`config.mk`:
```
export PLATFORM = sky130hd
export DESIGN_NAME = pixel_stream_tx
export DESIGN_NICKNAME = d
export VERILOG_FILES = /design/src/rtl/pixel_stream_tx.sv
export SDC_FILE = /design/constraint.sdc
export NUM_CORES = 1
export LEC_CHECK = 0
export BUFFER_PORTS_ARGS = -buffer_cell sky130_fd_sc_hd__buf_2
export CAP_MARGIN = 10
export CELL_PAD_IN_SITES_DETAIL_PLACEMENT = 0
export CELL_PAD_IN_SITES_GLOBAL_PLACEMENT = 1
export CORE_UTILIZATION = 54
export CTS_CLUSTER_SIZE = 8
export DETAILED_ROUTE_END_ITERATION = 6
export GPL_ROUTABILITY_DRIVEN = 0
export PLACE_DENSITY_LB_ADDON = 0.1
export SLEW_MARGIN = 20
export SYNTH_ARGS = -nofsm -noshare
export SYNTH_HDL_FRONTEND = slang
export SYNTH_SLANG_ARGS = --single-unit
export TNS_END_PERCENT = 5
```
`constraint.sdc`:
```
create_clock -name clk -period 5.3 [get_ports clk]
set_input_delay 1.59 -clock clk [delete_from_list [all_inputs] [get_ports clk]]
set_output_delay 1.59 -clock clk [all_outputs]
set_load 0.03 [all_outputs]
```
`src/rtl/pixel_stream_tx.sv`:
```
// pixel_stream_tx: buffers per-pixel results in a FIFO and serialises them as
// a byte stream (optional frame sync byte, gray, blurred, flag byte) over a
// valid/ready handshake, tagging line and frame boundaries.
module pixel_stream_tx #(
  parameter int          IMG_W      = 64,
  parameter int          IMG_H      = 48,
  parameter int          FIFO_DEPTH = 16,
  parameter logic [7:0]  SYNC_BYTE  = 8'hA5
) (
  input  logic       clk,
  input  logic       rst,
  input  logic       in_valid,
  output logic       in_ready,
  input  logic [7:0] gray,
  input  logic [7:0] blurred,
  input  logic       binary,
  output logic [7:0] tx_data,
  output logic       tx_valid,
  input  logic       tx_ready,
  output logic       frame_done,
  output logic       overflow
);

  localparam int XW = (IMG_W > 1) ? $clog2(IMG_W) : 1;
  localparam int YW = (IMG_H > 1) ? $clog2(IMG_H) : 1;
  localparam int AW = $clog2(FIFO_DEPTH);

  typedef enum logic [2:0] {IDLE, SYNC, B0, B1, B2} state_t;

  state_t        state;
  logic          sof;
  logic [XW-1:0] x;
  logic [YW-1:0] y;
  logic          line_end, frame_end;

  logic [18:0]   mem [FIFO_DEPTH];
  logic [AW-1:0] wr_ptr, rd_ptr;
  logic [AW:0]   count;
  logic          full, empty, push, pop, hs, sof_next;
  logic [18:0]   head, hold;

  // Position of the next accepted pixel decides its geometry flags.
  assign line_end  = (x == XW'(IMG_W - 1));
  assign frame_end = line_end & (y == YW'(IMG_H - 1));

  // Full is taken from the registered count, so a same-cycle pop never frees a slot early.
  assign full     = (count == (AW+1)'(FIFO_DEPTH));
  assign empty    = (count == '0);
  assign in_ready = ~rst & ~full;
  assign push     = in_valid & in_ready;
  assign hs       = tx_valid & tx_ready;
  assign pop      = ~empty & ((state == IDLE) | ((state == B2) & hs));
  assign head     = mem[rd_ptr];
  // A frame-end pixel leaving on this handshake re-arms the sync byte for the next pixel.
  assign sof_next = sof | hold[0];

  // FIFO storage; data only, no reset needed.
  always_ff @(posedge clk) begin
    if (push) mem[wr_ptr] <= {gray, blurred, binary, line_end, frame_end};
  end

  // Pixel being serialised; loaded whenever the FSM pops the FIFO head.
  always_ff @(posedge clk) begin
    if (pop) hold <= head;
  end

  // FIFO pointers, occupancy, pixel position counters and sticky overflow.
  always_ff @(posedge clk) begin
    if (rst) begin
      wr_ptr   <= '0;
      rd_ptr   <= '0;
      count    <= '0;
      x        <= '0;
      y        <= '0;
      overflow <= 1'b0;
    end else begin
      if (push) begin
        wr_ptr <= wr_ptr + 1'b1;
        if (line_end) begin
          x <= '0;
          y <= frame_end ? '0 : y + 1'b1;
        end else begin
          x <= x + 1'b1;
        end
      end
      if (pop) rd_ptr <= rd_ptr + 1'b1;
      count <= count + {{AW{1'b0}}, push} - {{AW{1'b0}}, pop};
      if (in_valid & ~in_ready) overflow <= 1'b1;
    end
  end

  // Byte serialiser FSM with registered tx outputs; pops the next pixel on the
  // last byte's handshake so back-to-back pixels have no bubble.
  always_ff @(posedge clk) begin
    if (rst) begin
      state      <= IDLE;
      sof        <= 1'b1;
      tx_valid   <= 1'b0;
      tx_data    <= 8'h00;
      frame_done <= 1'b0;
    end else begin
      frame_done <= 1'b0;
      case (state)
        IDLE: begin
          if (!empty) begin
            tx_valid <= 1'b1;
            if (sof) begin
              state   <= SYNC;
              tx_data <= SYNC_BYTE;
              sof     <= 1'b0;
            end else begin
              state   <= B0;
              tx_data <= head[18:11];
            end
          end
        end
        SYNC: if (hs) begin
          state   <= B0;
          tx_data <= hold[18:11];
        end
        B0: if (hs) begin
          state   <= B1;
          tx_data <= hold[10:3];
        end
        B1: if (hs) begin
          state   <= B2;
          tx_data <= {hold[2:0], 5'b0};
        end
        B2: if (hs) begin
          frame_done <= hold[0];
          if (!empty) begin
            if (sof_next) begin
              state   <= SYNC;
              tx_data <= SYNC_BYTE;
              sof     <= 1'b0;
            end else begin
              state   <= B0;
              tx_data <= head[18:11];
            end
          end else begin
            state    <= IDLE;
            tx_valid <= 1'b0;
            sof      <= sof_next;
          end
        end
        default: begin
          state    <= IDLE;
          tx_valid <= 1'b0;
        end
      endcase
    end
  end

endmodule

```
==> flow_summary.ini <==
[yosys]
ys_types = 67
synth_flop_cell = edfxtp_1
syn-mean-instance-area_um2 = 18.8
synth_area_leaders = edfxtp_1 (66%), mux4_2 (12%), dfxtp_1 (6.0%)
synth_seq_area_share_pct = 72.2
synth_top_area_cell = edfxtp_1
yosys.area.top_type_share_pct = 66.2
syn-num-nets = 813
synth_edf_count = 323
ys_warn_count = 0
synth_seq_cells = 367
netlist_instances = 779
async_reset_ff_share_pct = 0
netlist_area_um2 = 14600

[cts]
clockBufferDepth = 3
numCtsBuffers = 51
path_clk_slew_ns = 0.05
insertion_delay_ns = 0.58
cts_setup_buffers = 0
ctsHoldBuffers = 0
htreeDepth = 2
cts_root_buf = clkbuf_16
cts.sinks = 367
cts_tree = done
post_cts_resize_count = 0

[min_path]
min_to = overflow
holdPathStages = 2
hp-class = register to register
min_from = overflow

[worst_setup_path]
regToRegEndpoint = count[4]
critPathRequiredTime_ns = 3.71
end_kind = output port
crit_fanout = 33
reg2reg_from = state[1]
ff2ff_setup_slack_ns = 2.19
cpMostUsedCell = buf_2
slowest_stage = buf_2
path_cells = buf_2, nor2_1, buf_2
reg2reg_depth = 11
cp-start-kind = primary input
arrival_ns = 2.38
worstSetupPathType = primary input to output port
cpPeakStageDelay_ns = 0.48

[global_route]
grt_start_max_net_pins = 61
antenna_found_initial = 2
grt_overflow = 0
grt_pass1_vias = 7667
grt_first_pass_wirelength_um = 47900
grt.total_usage_pct = 23.7

[sta]
setup_tns_ns = 0
hold_viol = 0
fmax_mhz = 252
skew_ns = 0.0287
fin_crit_sh_pct = 74.8
rsz0062_at_grt = no
setup_viol = 0
tightestPinTransition_ns = 1.08
maxSlewHeadroom_pct = 28.0
fin_crit_ns = 3.97
layout_setup_ws_ns = 1.33
slew_viol_final = 0

[floorplanning]
rows = 59
die_y_um = 167
die_area_um2 = 27800
ioPinCount = 33
start_util_pct = 55.6
core_um2 = 26400
dieWidth_um = 167

[cells_and_area]
final_common_cell = edfxtp_1
drive_gt1_share_pct = 25.4
fin_area_um2 = 16600
final_cell_mix = edfxtp_1 (323), mux4_2 (76), clkbuf_16 (51)
final_nets = 877
synthToLayoutAreaGrowth_pct = 13.6

[routing]
via_per_inst = 6.41
route.detailed.drc = 0
postRouteAntennaNets = 0
drt_iter0_markers = 886
firstDrtPassIters = 7
drt_wl_total_um = 31700
vias = 7676
wire_per_inst_um = 26.4

[place]
place_hpwl_um = 20000
postPlaceCellArea_um2 = 15200
port_buffers = 32
dpl_worst_slack_ns = 1.31

[outcome]
outcome = finished clean

[power_and_ir_drop]
p_per_area_nw_per_um2 = 491
power_uw = 8170
leakage_uw = 0.00544
vdd_ir_drop_max_v = 0.000375

[run]
cap_violations = 0
==> cell type report <==
| type | count | area, µm² |
|---|---|---|
| diodes | 1 | 2.50 |
| multi-input cells | 352 | 3820 |
| flip-flops and latches | 367 | 10600 |
| well taps | 335 | 419 |
| repair buffers | 54 | 338 |
| inverters | 17 | 63.8 |
| fillers | 1842 | 9710 |
| clock inverters | 3 | 76.3 |
| clock buffers | 68 | 1340 |
==> worst max-delay path by stage <==
stage	from	end	cells past startpoint
6_report	rst	in_ready	3
3_5_place_dp	rst	count[4]	12
3_3_place_gp	rst	in_ready	3
4_1_cts	rst	in_ready	3
2_1_floorplan	rst	mem[0][0]	6
5_1_grt	rst	in_ready	3
==> layer usage <==
metal	up-vias	GRT usage [%]	routed length, µm
met1	3970	34.2	13500
met4	0	6.08	592
met5	-	0	0
li1	3314	-	-
met3	50	4.99	2370
met2	342	37.4	15200
==> cells by family after synthesis <==
| group | after synthesis | share of synthesized area, % |
|---|---|---|
| buf+inv | 60 | 2.08 |
| mux | 93 | 14.1 |
| compound gates | 107 | 5.29 |
| fa+ha+maj | 13 | 1.16 |
| simple gates | 130 | 4.63 |
| xor+xnor | 9 | 0.538 |
| flops | 367 | 72.2 |
==> metrics by stage <==
| step | utilization (%) | cells | hold WS (ns) |
|---|---|---|---|
| after floorplan | - | 779 | 0.447 |
| after global routing | 63.2 | 1196 | 0.493 |
| final | 63.2 | 1197 | 0.470 |
| after global placement | 57.8 | 1125 | 0.447 |
| after CTS | 63.2 | 1196 | 0.471 |
| after detailed placement | 57.8 | 1125 | 0.456 |
==> flip-flops by register name, indices dropped and copies added (netlist names), named ones only <==
signal and cells:
rd_ptr 4, mem 304, hold 19, tx_valid 1, y 6, frame_done 1, tx_data 8, overflow 1
wr_ptr 4, count 5, sof 1, x 6, state 3
==> power by group <==
group	internal (µW)	leakage (µW)	switching (µW)
Sequential	3390	0.00332	305
Clock	1740	0.000678	1130
Combinational	770	0.00144	835
Total	5900	0.00544	2270
==> worst max-delay path: cells and delay by family <==
family        cells  cell delay [ns]
simple gates      1             0.10
buf+inv           2             0.68
==> cells in the mapped netlist, types with 3 or more instances <==
cell	count
clkbuf_1	24
buf_8	3
or4_1	3
ha_1	12
o21bai_1	3
nand3_1	13
a21o_1	3
inv_1	17
nand2_1	25
and2_1	5
o31ai_1	10
a21oi_1	21
edfxtp_1	323
a22o_1	3
dfxtp_1	44
nor3_1	8
nor2_1	36
mux2i_1	5
mux4_1	11
mux4_2	76
xor2_1	3
buf_1	3
o221a_2	6
a21boi_0	9
or3_1	6
and3_1	3
buf_2	9
o22ai_1	3
a22oi_1	21
nand4_1	3
nor2b_1	10
xnor2_1	6
o21ai_0	9
(Power assumes the default switching activity.)
